`config.mk`:
```
export PLATFORM = sky130hd
export DESIGN_NAME = display_ram_sequencer
export DESIGN_NICKNAME = d
export VERILOG_FILES = /design/src/rtl/display_seq_pkg.sv /design/src/rtl/display_seq_addr_gen.sv /design/src/rtl/display_ram_sequencer.sv
export SDC_FILE = /design/constraint.sdc
export NUM_CORES = 1
export LEC_CHECK = 0
export BUFFER_PORTS_ARGS = -buffer_cell sky130_fd_sc_hd__buf_2
export CAP_MARGIN = 20
export CORE_AREA = 3 3 68 83
export CTS_CLUSTER_SIZE = 40
export DETAILED_ROUTE_END_ITERATION = 10
export DIE_AREA = 0 0 71 86
export GPL_TIMING_DRIVEN = 0
export PLACE_DENSITY_LB_ADDON = 0.3
export SLEW_MARGIN = 5
export SYNTH_ARGS = -nofsm -noshare
export SYNTH_HDL_FRONTEND = slang
export SYNTH_HIERARCHICAL = 1
export SYNTH_SLANG_ARGS = --single-unit
```
`constraint.sdc`:
```
create_clock -name clock -period 4.09 [get_ports clock]
set_input_delay 0.818 -clock clock [delete_from_list [all_inputs] [get_ports clock]]
set_output_delay 0.818 -clock clock [all_outputs]
set_load 0.005 [all_outputs]
```
`src/rtl/display_seq_pkg.sv`:
```
// Shared command encodings and sequencer state type for the display RAM sequencer.
package display_seq_pkg;

    localparam logic [1:0] OP_NOP     = 2'b00;
    localparam logic [1:0] OP_SCROLL  = 2'b01;
    localparam logic [1:0] OP_CLRSCR  = 2'b10;
    localparam logic [1:0] OP_CLRLINE = 2'b11;

    typedef enum logic [2:0] {
        StIdle,
        StScrRd,
        StScrWr,
        StFill,
        StDone
    } seq_state_e;

endpackage

```
`src/rtl/display_seq_addr_gen.sv`:
```
// Loadable address counter: holds a start/end pair, steps by one on advance and flags
// when the current address equals the end address.
module display_seq_addr_gen #(
    parameter int unsigned A_WIDTH = 11
) (
    input  logic               clock,
    input  logic               reset_n,
    input  logic               load,
    input  logic               advance,
    input  logic [A_WIDTH-1:0] start_addr,
    input  logic [A_WIDTH-1:0] end_addr,
    output logic [A_WIDTH-1:0] addr,
    output logic               last
);

    logic [A_WIDTH-1:0] addr_q;
    logic [A_WIDTH-1:0] end_q;

    always_ff @(posedge clock) begin
        if (!reset_n) begin
            addr_q <= '0;
            end_q  <= '0;
        end else if (load) begin
            addr_q <= start_addr;
            end_q  <= end_addr;
        end else if (advance) begin
            addr_q <= addr_q + 1'b1;
        end
    end

    assign addr = addr_q;
    // Exact-equal terminal compare: ranges never wrap the counter.
    assign last = (addr_q == end_q);

endmodule

```
`src/rtl/display_ram_sequencer.sv`:
```
// Port A owner for the display RAM: arbitrates host accesses against the scroll/clear engine.
// Optional cmd_abort input is enabled with `define DISPLAY_SEQ_ABORT_EN.
module display_ram_sequencer
    import display_seq_pkg::*;
#(
    parameter int unsigned         A_WIDTH = 11,
    parameter int unsigned         D_WIDTH = 8,
    parameter int unsigned         COLS    = 80,
    parameter int unsigned         ROWS    = 24,
    parameter logic [D_WIDTH-1:0]  BLANK   = 8'h20
) (
    input  logic               clock,
    input  logic               reset_n,
    input  logic               host_req,
    input  logic               host_we,
    input  logic [A_WIDTH-1:0] host_addr,
    input  logic [D_WIDTH-1:0] host_wdata,
    output logic               host_ack,
    output logic               host_rvalid,
    output logic [D_WIDTH-1:0] host_rdata,
    input  logic               cmd_valid,
    input  logic [1:0]         cmd_op,
    input  logic [4:0]         cmd_row,
`ifdef DISPLAY_SEQ_ABORT_EN
    input  logic               cmd_abort,
`endif
    output logic               cmd_ready,
    output logic               busy,
    output logic               done,
    output logic [A_WIDTH-1:0] ram_addr,
    output logic [D_WIDTH-1:0] ram_wdata,
    output logic               ram_wren,
    input  logic [D_WIDTH-1:0] ram_q
);

    localparam logic [A_WIDTH-1:0] SCR_END    = A_WIDTH'(COLS * (ROWS - 1) - 1);
    localparam logic [A_WIDTH-1:0] FILL_START = A_WIDTH'(COLS * (ROWS - 1));
    localparam logic [A_WIDTH-1:0] SCREEN_END = A_WIDTH'(COLS * ROWS - 1);
    localparam logic [A_WIDTH-1:0] COLS_A     = A_WIDTH'(COLS);
    localparam logic [A_WIDTH-1:0] COLS_M1    = A_WIDTH'(COLS - 1);

    seq_state_e         state;
    logic               host_last;
    logic               fill_ok;
    logic               rvalid_q;
    logic [D_WIDTH-1:0] rdata_hold;

    logic               is_idle;
    logic               grant_host;
    logic               accept_cmd;
    logic               abort_req;
    logic               row_ok;
    logic [A_WIDTH-1:0] row_start;

    logic               ag_load;
    logic               ag_advance;
    logic [A_WIDTH-1:0] ag_start;
    logic [A_WIDTH-1:0] ag_end;
    logic [A_WIDTH-1:0] ag_addr;
    logic               ag_last;

`ifdef DISPLAY_SEQ_ABORT_EN
    assign abort_req = cmd_abort;
`else
    assign abort_req = 1'b0;
`endif

    assign is_idle   = (state == StIdle) && reset_n;
    // Round-robin tie-break: the side that did not win last time wins a tie.
    assign grant_host = is_idle && host_req && (!cmd_valid || !host_last);
    assign accept_cmd = is_idle && cmd_valid && (!host_req || host_last);
    assign host_ack   = grant_host;
    assign cmd_ready  = is_idle && (!host_req || host_last);

    assign row_ok    = (32'(cmd_row) < ROWS);
    assign row_start = A_WIDTH'(32'(cmd_row) * COLS);

    always_comb begin
        ag_load    = 1'b0;
        ag_advance = 1'b0;
        ag_start   = '0;
        ag_end     = '0;
        ram_addr   = '0;
        ram_wdata  = '0;
        ram_wren   = 1'b0;
        case (state)
            StIdle: begin
                if (accept_cmd) begin
                    ag_load = 1'b1;
                    case (cmd_op)
                        OP_SCROLL: begin
                            ag_start = '0;
                            ag_end   = SCR_END;
                        end
                        OP_CLRSCR: begin
                            ag_start = '0;
                            ag_end   = SCREEN_END;
                        end
                        OP_CLRLINE: begin
                            ag_start = row_start;
                            ag_end   = row_start + COLS_M1;
                        end
                        default: ag_load = 1'b0;
                    endcase
                end
                if (grant_host) begin
                    ram_addr  = host_addr;
                    ram_wdata = host_wdata;
                    ram_wren  = host_we;
                end
            end
            StScrRd: begin
                ram_addr = ag_addr + COLS_A;
            end
            StScrWr: begin
                ram_addr  = ag_addr;
                ram_wdata = ram_q;
                ram_wren  = 1'b1;
                if (ag_last) begin
                    ag_load  = 1'b1;
                    ag_start = FILL_START;
                    ag_end   = SCREEN_END;
                end else begin
                    ag_advance = 1'b1;
                end
            end
            StFill: begin
                ram_addr   = ag_addr;
                ram_wdata  = BLANK;
                ram_wren   = fill_ok;
                ag_advance = 1'b1;
            end
            default: ;
        endcase
        if (!reset_n) begin
            ram_addr  = '0;
            ram_wdata = '0;
            ram_wren  = 1'b0;
        end
    end

    display_seq_addr_gen #(
        .A_WIDTH(A_WIDTH)
    ) u_addr_gen (
        .clock     (clock),
        .reset_n   (reset_n),
        .load      (ag_load),
        .advance   (ag_advance),
        .start_addr(ag_start),
        .end_addr  (ag_end),
        .addr      (ag_addr),
        .last      (ag_last)
    );

    always_ff @(posedge clock) begin
        if (!reset_n) begin
            state      <= StIdle;
            busy       <= 1'b0;
            done       <= 1'b0;
            host_last  <= 1'b0;
            fill_ok    <= 1'b0;
            rvalid_q   <= 1'b0;
            rdata_hold <= '0;
        end else begin
            done     <= 1'b0;
            rvalid_q <= grant_host && !host_we;
            if (rvalid_q) begin
                rdata_hold <= ram_q;
            end
            case (state)
                StIdle: begin
                    if (accept_cmd) begin
                        host_last <= 1'b0;
                        busy      <= 1'b1;
                        fill_ok   <= 1'b1;
                        case (cmd_op)
                            OP_SCROLL:  state <= StScrRd;
                            OP_CLRSCR:  state <= StFill;
                            OP_CLRLINE: begin
                                // Out-of-range row spends one idle FILL cycle, no writes.
                                state   <= StFill;
                                fill_ok <= row_ok;
                            end
                            default: begin
                                state <= StDone;
                                done  <= 1'b1;
                            end
                        endcase
                    end else if (grant_host) begin
                        host_last <= 1'b1;
                    end
                end
                StScrRd: begin
                    if (abort_req) begin
                        state <= StDone;
                        done  <= 1'b1;
                    end else begin
                        state <= StScrWr;
                    end
                end
                StScrWr: begin
                    if (abort_req) begin
                        state <= StDone;
                        done  <= 1'b1;
                    end else if (ag_last) begin
                        state <= StFill;
                    end else begin
                        state <= StScrRd;
                    end
                end
                StFill: begin
                    if (abort_req || ag_last || !fill_ok) begin
                        state <= StDone;
                        done  <= 1'b1;
                    end
                end
                StDone: begin
                    state <= StIdle;
                    busy  <= 1'b0;
                end
                default: begin
                    state <= StIdle;
                    busy  <= 1'b0;
                end
            endcase
        end
    end

    assign host_rvalid = rvalid_q;
    // RAM output is valid in the rvalid cycle; the hold register keeps it afterwards.
    assign host_rdata  = rvalid_q ? ram_q : rdata_hold;

endmodule
```
==> out/results.ini, run 1 <==
[yosys]
synth.distinct_cells = 51
async_flop_share_pct = 0
ys_dominant_reg_cell = dfxtp_1
synth_top_area_share_pct = 29.22
synth_area_leaders = dfxtp_1 29%, xnor2_1 7.4%, nor2_1 5.6%, mux2i_1 5.4%, ha_1 4.3%
netlist_area_um2 = 2604
synth_edf_count = 0
yosysSeqAreaShare_pct = 29.22
avgSynthCellArea_um2 = 8.454
synth_seq_cells = 38
yosysMostFrequentCell = nor2_1
synth_common_cells = 39 x nor2_1, 38 x dfxtp_1, 22 x a21oi_1, 22 x xnor2_1, 21 x nand2_1
syn_inst = 308
yosysWarnings = 6
post-synth-top-area-cell = dfxtp_1

[clocking]
post_cts_resized = 0
clockBufferDepth = 2
cts_max_level = 2
clk_latency_ns = 0.30
cts_setup_buffers = 0
cts_tree = yes
clkTransAtPathRegs_ns = 0.08
cts_sinks = 38
clockRootBuffer = clkbuf_8
ctsHoldBuffers = 0
cts_buffers = 5

[final_layout]
layout-drive-gt1-share_pct = 28.21
syn2layout_area_growth_pct = 21.14
fill_cells = 453
n_antenna_cell = 0
nets = 438
finalInstanceArea_um2 = 3154

[global_routing]
gr-total-overflow = 0
first_global_vias = 2516
track_usage_pct = 22.44
grt_start_max_net_pins = 13
grt_pass1_wl_um = 11240
antenna_found_initial = 0

[worst_hold_path]
hold_end = busy
min_path_type = reg -> reg
whs_path_depth = 2
min_from = busy

[floorplanning]
initial_core_util_pct = 53.09
core-area_um2 = 4905
io_pins = 72
row_count = 28
die-height_um = 86
dieArea_um2 = 6106
fp.dieW_um = 71

[timing]
post-route-period-util_pct = 72.00
final-max-slew-violation-count = 0
max_freq_ghz = 0.3396
period_minus_slack_ns = 2.945
setup-tns-final_ns = 0
setup_violations = 0
final-hold-violation-count = 0
worst_pin_slew_ns = 0.5101
relSlewSlack_pct = 65.87
rsz0062_at_grt = no
skew_ns = 0.009211

[worst_setup_path]
rr_worst_depth = 11
r2r-end = u_addr_gen/end_q[6]
end_kind = output pin
criticalPathCategory = in -> out
worst-r2r-setup-slack_ns = 1.24
cp-start-kind = primary input
worstPathMaxFanout = 10
r2r-start = u_addr_gen/addr[7]
crit_arrival_ns = 2.13
cp_data_required_time_ns = 3.27

[detailed_routing]
drt_iter0_drc = 156
wl_per_cell_um = 15.02
route.vias.total = 2588
vias_per_cell = 5.751
dr.pass1.iters = 6
drc = 0
final_antenna_net_count = 0
drt-total-wl_um = 6761

[power_and_ir_drop]
ir_worst_vdd_uv = 335.6
p_per_area_nw_per_um2 = 348.3
p_leak_nw = 1.407

[status]
status = finished, final reports clean

[place]
hpwl_um = 5122
port_buffers = 71
gp_congestion = 0.8823
place_area_um2 = 3045

[flow_run]
drv_cap = 0

-- cell families after synthesis --
group / after synthesis / share of synthesized area (%)
xor gates and xnor gates: 29 / 10.28
other: 1 / 0.1440
AOI/OAI and AO/OA: 75 / 19.51
adders and majority gates: 10 / 5.094
and+or+nand+nor: 111 / 22.30
DFF: 38 / 29.22
buffers and inverters: 22 / 4.613
muxes: 22 / 8.842
-- worst max-delay path, cell delays in order --
cell and delay (ns):
buf_2 0.18, nor2b_4 0.26, and4_4 0.25, buf_6 0.12
buf_6 0.14, a22oi_1 0.07, a21oi_1 0.16, buf_2 0.13
-- sequential cells by signal, indices dropped and copies added (netlist names) --
register / flops
u_addr_gen/addr: 11
u_addr_gen/end_q: 11
rdata_hold: 8
state: 3
busy: 1
done: 1
fill_ok: 1
host_last: 1
host_rvalid: 1
-- per-stage QoR --
step | total power, mW | instances | hold WS, ns | setup slack [ns] | util [%]
6_report | 1.099 | 450 | 0.4463 | 1.145 | 64.31
2_1_floorplan | 0.6753 | 311 | 0.4388 | 1.505 | -
5_1_grt | 1.165 | 450 | 0.4769 | 0.9638 | 64.31
3_3_place_gp | 0.7764 | 442 | 0.4275 | 1.147 | 62.09
3_5_place_dp | 0.7826 | 442 | 0.4376 | 1.171 | 62.09
4_1_cts | 1.101 | 450 | 0.4509 | 1.163 | 64.31
-- metal layers --
layer	wire (um)	up-vias	track usage, %	share of wire (%)
li1	-	1261	-	-
met3	404	13	4.220	6.0
met2	3415	106	39.75	51
met4	122	0	9.060	1.8
met1	2819	1208	26.38	42
met5	0	-	0	0
-- how the worst max path moves through the flow --
stage                            start              endpoint  slack (ns)  cells past startpoint
floorplan                   cmd_row[1]  u_addr_gen/end_q[10]        1.51                      9
global placement               reset_n           ram_addr[9]        1.15                      8
detailed placement             reset_n          ram_addr[10]        1.17                      8
CTS                            reset_n          ram_addr[10]        1.16                      8
global route        u_addr_gen/addr[4]    u_addr_gen/addr[0]        0.96                     12
finish                         reset_n           ram_addr[9]        1.15                      8
-- placed cells by master (no fill, tap or decap), types with 2 or more instances in the layout --
cell type and n:
nand4_1 6, o22ai_1 4, buf_4 2, clkbuf_8 5, xnor2_1 22, nor3_1 3
a21oi_1 22, a221oi_1 3, buf_2 77, nor3b_1 4, clkbuf_1 5, mux2i_1 14
a22oi_1 13, a222oi_1 4, mux2_2 8, a21o_1 4, nand2_1 21, conb_1 4
o211a_1 2, nand3_1 7, a21oi_2 2, nor2b_1 3, dfxtp_1 38, o21ai_0 16
clkinv_2 2, buf_6 3, and2_1 12, nand2b_1 2, nor3_2 2, nor2_1 39
inv_1 5, ha_1 9, xor2_1 6
-- cell type report --
type,instances,area [um^2],share of cell area (%)
buffer,16,97.59,3.094
inverter,6,22.52,0.7140
timing repair buffer,71,355.3,11.27
multi-input combinational,251,1734,54.98
clock inverter,3,40.04,1.269
tap,60,75.07,2.380
clock buffer,5,68.82,2.182
sequential,38,760.7,24.12
-- report_power, final --
group / switching, mW / internal (mW) / total [mW]
logic: 0.192 / 0.158 / 0.350
registers: 0.0347 / 0.394 / 0.429
clock network: 0.140 / 0.180 / 0.320
Note: power is estimated with default switching activity, not from simulation.
==> inputs of run 2 (changes only) <==
Clock period 4.09 ns to 2.8 ns, I/O delays scaled along.
==> run 2 against run 1 <==
Effect of this change:
- wire length up 0.30%
- via count down 1.0%
- utilization is 0.41 points higher
- clock power grew 46%
==> out/results.ini, run 2 (synthesis gave the netlist of run 1 again) <==
[timing]
skew_ns = 0.01121  ; +0.001997 ns
relSlewSlack_pct = 65.20  ; -0.66 points
setup_violations = 0  ; unchanged
final-max-slew-violation-count = 0  ; unchanged
final-hold-violation-count = 0  ; unchanged
holdWs_ns = 0.4200  ; -0.02626 ns
rsz0062_at_grt = no
period_minus_slack_ns = 2.630
setup-tns-final_ns = 0  ; unchanged
post-route-period-util_pct = 93.94
max_freq_ghz = 0.3802
worst_pin_slew_ns = 0.5200  ; +0.009912 ns

[power_and_ir_drop]
ir_worst_vdd_uv = 501.9  ; +50%
p_per_area_nw_per_um2 = 509.4  ; +46%
p_leak_nw = 1.413  ; +0.39%
power_mw = 1.617  ; +47%

[status]
status = finished, final reports clean

[floorplanning]
initial_core_util_pct = 53.09  ; unchanged
fp.dieW_um = 71  ; unchanged
die-height_um = 86  ; unchanged
core-area_um2 = 4905  ; unchanged
io_pins = 72  ; unchanged
dieArea_um2 = 6106  ; unchanged
row_count = 28  ; unchanged

[worst_hold_path]
min_path_type = in -> reg
whs_path_depth = 2  ; unchanged

[final_layout]
multi_input_area_um2 = 1743  ; +0.51%
final_common_cell = buf_2
finalInstanceArea_um2 = 3174  ; +0.63%
syn2layout_area_growth_pct = 21.91
seq_area_um2 = 767.0  ; +0.82%
layout_common_cells = 75 x buf_2, 39 x nor2_1, 33 x dfxtp_1
nets = 438  ; unchanged
final_util_pct = 64.72  ; +0.41 points
layout-drive-gt1-share_pct = 30.26  ; +2.1 points
n_antenna_cell = 0  ; unchanged
fill_cells = 448  ; -1.1%

[detailed_routing]
drt-total-wl_um = 6781  ; +0.30%
wl_per_cell_um = 15.07  ; +0.30%
drc = 0  ; unchanged
dr.pass1.iters = 4  ; -2
final_antenna_net_count = 0  ; unchanged
vias_per_cell = 5.691  ; -1.0%
route.vias.total = 2561  ; -1.0%
drt_iter0_drc = 178  ; +14%

[clocking]
clk_latency_ns = 0.30  ; about the same
cts_max_level = 2  ; unchanged
clkTransAtPathRegs_ns = 0.08  ; about the same
cts_buffers = 5  ; unchanged
ctsHoldBuffers = 0  ; unchanged
cts_sinks = 38  ; unchanged
cts_tree = yes
clockRootBuffer = clkbuf_8
clockBufferDepth = 2  ; unchanged

[place]
place_area_um2 = 3045  ; unchanged
port_buffers = 71  ; unchanged
gp_congestion = 0.8823  ; unchanged
hpwl_um = 5122  ; unchanged

[global_routing]
grt_pass1_wl_um = 11240  ; unchanged
antenna_found_initial = 0  ; unchanged
grt_start_max_net_pins = 13  ; unchanged
track_usage_pct = 22.44  ; unchanged
gr-total-overflow = 0  ; unchanged
first_global_vias = 2516  ; unchanged

[flow_run]
drv_cap = 0  ; unchanged

[worst_setup_path]
end_kind = register
cp_data_required_time_ns = 2.96  ; -0.31 ns
crit_arrival_ns = 2.79  ; +0.66 ns
rr_worst_depth = 12  ; +1
criticalPathCategory = reg -> reg
cp-start-kind = register
worstPathMaxFanout = 10  ; unchanged

## run 2: changes by cell type in the layout (fill, tap and decap cells not counted), sizes merged
cell / before / now
clkbuf: 10 / 12
buf: 82 / 80
## run 2: layout make-up
class,count,area share [%]
buffer,16,3.232
clock buffer,5,2.168
clock inverter,3,1.261
inverter,6,0.7095
multi-input combinational,251,54.91
sequential,38,24.16
tap,60,2.365
timing repair buffer,71,11.19
## run 2: metrics by stage
step	std cells	setup WS, ns
after global placement	442	0.04562
after detailed placement	442	-0.005124
after floorplan	311	0.4732
after CTS	450	0.001149
final	450	0.1696
after global routing	450	0.01105
## run 2: worst paths after layout
check	from	to	slack [ns]
max reg2reg	u_addr_gen/addr[2]	u_addr_gen/end_q[6]	0.17
min reg2reg	busy	busy	0.45
max	u_addr_gen/addr[2]	u_addr_gen/end_q[6]	0.17
min	host_we	host_rvalid	0.42
## run 2: metal layers
layer / track usage (%) / routed length (um) / vias to the layer above
met3: 4.220 / 436 / 15
met1: 26.38 / 2771 / 1182
li1: - / - / 1261
met2: 39.75 / 3431 / 103
met5: 0 / 0 / -
met4: 9.060 / 143 / 0
## run 2: where the power goes
group | total [mW] | internal (mW) | leakage (nW) | switching [mW]
logic | 0.524 | 0.239 | 1.04 | 0.285
registers | 0.626 | 0.577 | 0.311 | 0.0496
clock network | 0.466 | 0.262 | 0.0579 | 0.204
total | 1.62 | 1.08 | 1.41 | 0.539
## run 2: repair_timing
action | in CTS | in global routing
resized for setup | 2 | 8
buffers inserted | 0 | 0
setup endpoints to repair | 8 | 22
pin swaps | 0 | 0
## run 2: worst max-delay path, stage by stage (launching register included)
cell and delay [ns]:
dfxtp_1 0.34, buf_2 0.21, xnor2_1 0.15, nand3_1 0.12
nor3_2 0.24, nor2b_2 0.23, and2_2 0.21, a21oi_2 0.08
inv_1 0.16, buf_2 0.20, clkbuf_4 0.25, mux2i_1 0.24
nor2_1 0.07
==> inputs of run 3 (changes only) <==
Settings changed: CORE_AREA 3 3 68 83 to 3 3 75 77, DIE_AREA 0 0 71 86 to 0 0 78 80.
==> run 3 against run 2 <==
Effect of this change:
- combinational power increased by 1%
- utilization decreased by 2.3 points
- via count decreased by 0.12%
- critical path depth unchanged
- die area increased by 2.2%
- worst setup slack improved by 0.085 ns
- hold slack improved by 0.020 ns
- cell count increased by 1.8%
==> out/results.ini, run 3 (synthesis gave the netlist of run 1 again) <==
[status]
status = finished, final reports clean

[floorplanning]
dieArea_um2 = 6240  ; +2.2%
core-area_um2 = 5075  ; +3.5%
io_pins = 72  ; unchanged
row_count = 26  ; -7.1%
die-height_um = 80  ; -7.0%
initial_core_util_pct = 51.31  ; -1.8 points
fp.dieW_um = 78  ; +9.9%

[clocking]
cts_sinks = 38  ; unchanged
cts_max_level = 2  ; unchanged
clockRootBuffer = clkbuf_8
ctsHoldBuffers = 0  ; unchanged
clkTransAtPathRegs_ns = 0.07  ; about the same
cts_tree = yes
cts_buffers = 5  ; unchanged
clk_latency_ns = 0.29  ; about the same
clockBufferDepth = 2  ; unchanged

[power_and_ir_drop]
p_leak_nw = 1.402  ; -0.73%
ir_worst_vdd_uv = 319.2  ; -36%
p_per_area_nw_per_um2 = 484.6  ; -4.9%

[timing]
setup-tns-final_ns = 0  ; unchanged
post-route-period-util_pct = 90.92  ; -3.0 points
rsz0062_at_grt = no
skew_ns = 0.007169  ; -0.004039 ns
setup_violations = 0  ; unchanged
max_freq_ghz = 0.3928  ; +3.3%
holdWs_ns = 0.4400  ; +0.01997 ns
final-max-slew-violation-count = 0  ; unchanged
final-hold-violation-count = 0  ; unchanged
period_minus_slack_ns = 2.546  ; -0.08452 ns

[worst_setup_path]
cp-start-kind = register
endpoint = u_addr_gen/end_q[4]
worstPathMaxFanout = 10  ; unchanged
end_kind = register
rr_worst_depth = 12  ; unchanged
cp_data_required_time_ns = 2.96  ; about the same
criticalPathCategory = reg -> reg
crit_path_start = u_addr_gen/addr[2]
crit_arrival_ns = 2.71  ; -0.08 ns
r2r-end = u_addr_gen/end_q[4]
worst-r2r-setup-slack_ns = 0.25  ; +0.08 ns
r2r-start = u_addr_gen/addr[2]

[detailed_routing]
wl_per_cell_um = 14.52  ; -3.6%
dr.pass1.iters = 4  ; unchanged
final_antenna_net_count = 0  ; unchanged
drt-total-wl_um = 6652  ; -1.9%
vias_per_cell = 5.585  ; -1.9%
route.vias.total = 2558  ; -0.12%
drc = 0  ; unchanged
drt_iter0_drc = 205  ; +15%

[place]
hpwl_um = 5194  ; +1.4%
gp_congestion = 0.9152  ; +3.7%
port_buffers = 71  ; unchanged

[global_routing]
track_usage_pct = 21.76  ; -0.68 points
grt_start_max_net_pins = 11  ; -2
antenna_found_initial = 0  ; unchanged
gr-total-overflow = 0  ; unchanged
first_global_vias = 2445  ; -2.8%
grt_pass1_wl_um = 11000  ; -2.2%

[final_layout]
layout_common_cells = 75 x buf_2, 39 x nor2_1, 32 x dfxtp_1
nets = 438  ; unchanged
layout-drive-gt1-share_pct = 29.90  ; -0.36 points
syn2layout_area_growth_pct = 21.58
final_common_cell = buf_2
n_antenna_cell = 0  ; unchanged

[worst_hold_path]
min_path_type = in -> reg

[flow_run]
drv_cap = 0  ; unchanged

==> run 3: layout make-up <==
type / instances / area [um^2]
timing repair buffer: 71 / 355.3
inverter: 6 / 22.52
sequential: 38 / 768.2
buffer: 16 / 102.6
tap: 70 / 87.58
multi-input combinational: 251 / 1747
clock buffer: 6 / 82.58
fill: 451 / 1909
==> run 3: repair_timing <==
action                                 in CTS  in global routing
setup endpoints to repair                   8                 22
buffers inserted                            0                  0
gates cloned                                0                  0
endpoints found under the hold margin       0                  0
resized for setup                           3                  8
==> run 3: worst min-delay path by stage <==
stage / start / to / slack, ns / depth (start not counted)
global route: host_we / host_rvalid / 0.45 / 2
floorplan: busy / busy / 0.44 / 2
finish: host_we / host_rvalid / 0.44 / 2
detailed placement: busy / busy / 0.44 / 2
CTS: host_we / host_rvalid / 0.44 / 2
global placement: busy / busy / 0.43 / 2
==> run 3: metrics by stage <==
step / power [mW] / utilization (%) / area (um^2) / setup WS (ns) / instances
global route: 1.630 / 62.38 / 3166 / 0.02612 / 458
detailed placement: 1.145 / 60.26 / 3058 / 0.003490 / 452
global placement: 1.131 / 60.26 / 3058 / 0.03803 / 452
finish: 1.534 / 62.38 / 3166 / 0.2541 / 458
floorplan: 0.9865 / - / 2615 / 0.4732 / 311
CTS: 1.519 / 61.96 / 3144 / 0.01147 / 458
==> run 3: metal layers <==
metal	part of all wire [%]	vias to the layer above	global-route usage [%]
li1	-	1263	-
met1	43	1182	25.70
met2	48	104	39.55
met3	7.1	9	4.740
met4	1.5	0	5.944
met5	0	-	0
==> run 3: critical path: stages, from the launching register on <==
cell and delay (ns):
dfxtp_1 0.33, buf_2 0.21, xnor2_1 0.13, nand3_1 0.10, nor3_2 0.24, nor2b_4 0.21
and2_1 0.22, a21oi_2 0.10, inv_1 0.14, buf_2 0.21, clkbuf_4 0.26, mux2i_1 0.20
nor2_1 0.05
==> run 3: power by group <==
group          internal [mW]  total [mW]  switching, mW
combinational          0.247       0.529          0.282
clock                  0.190       0.376          0.186
sequential             0.578       0.629         0.0512
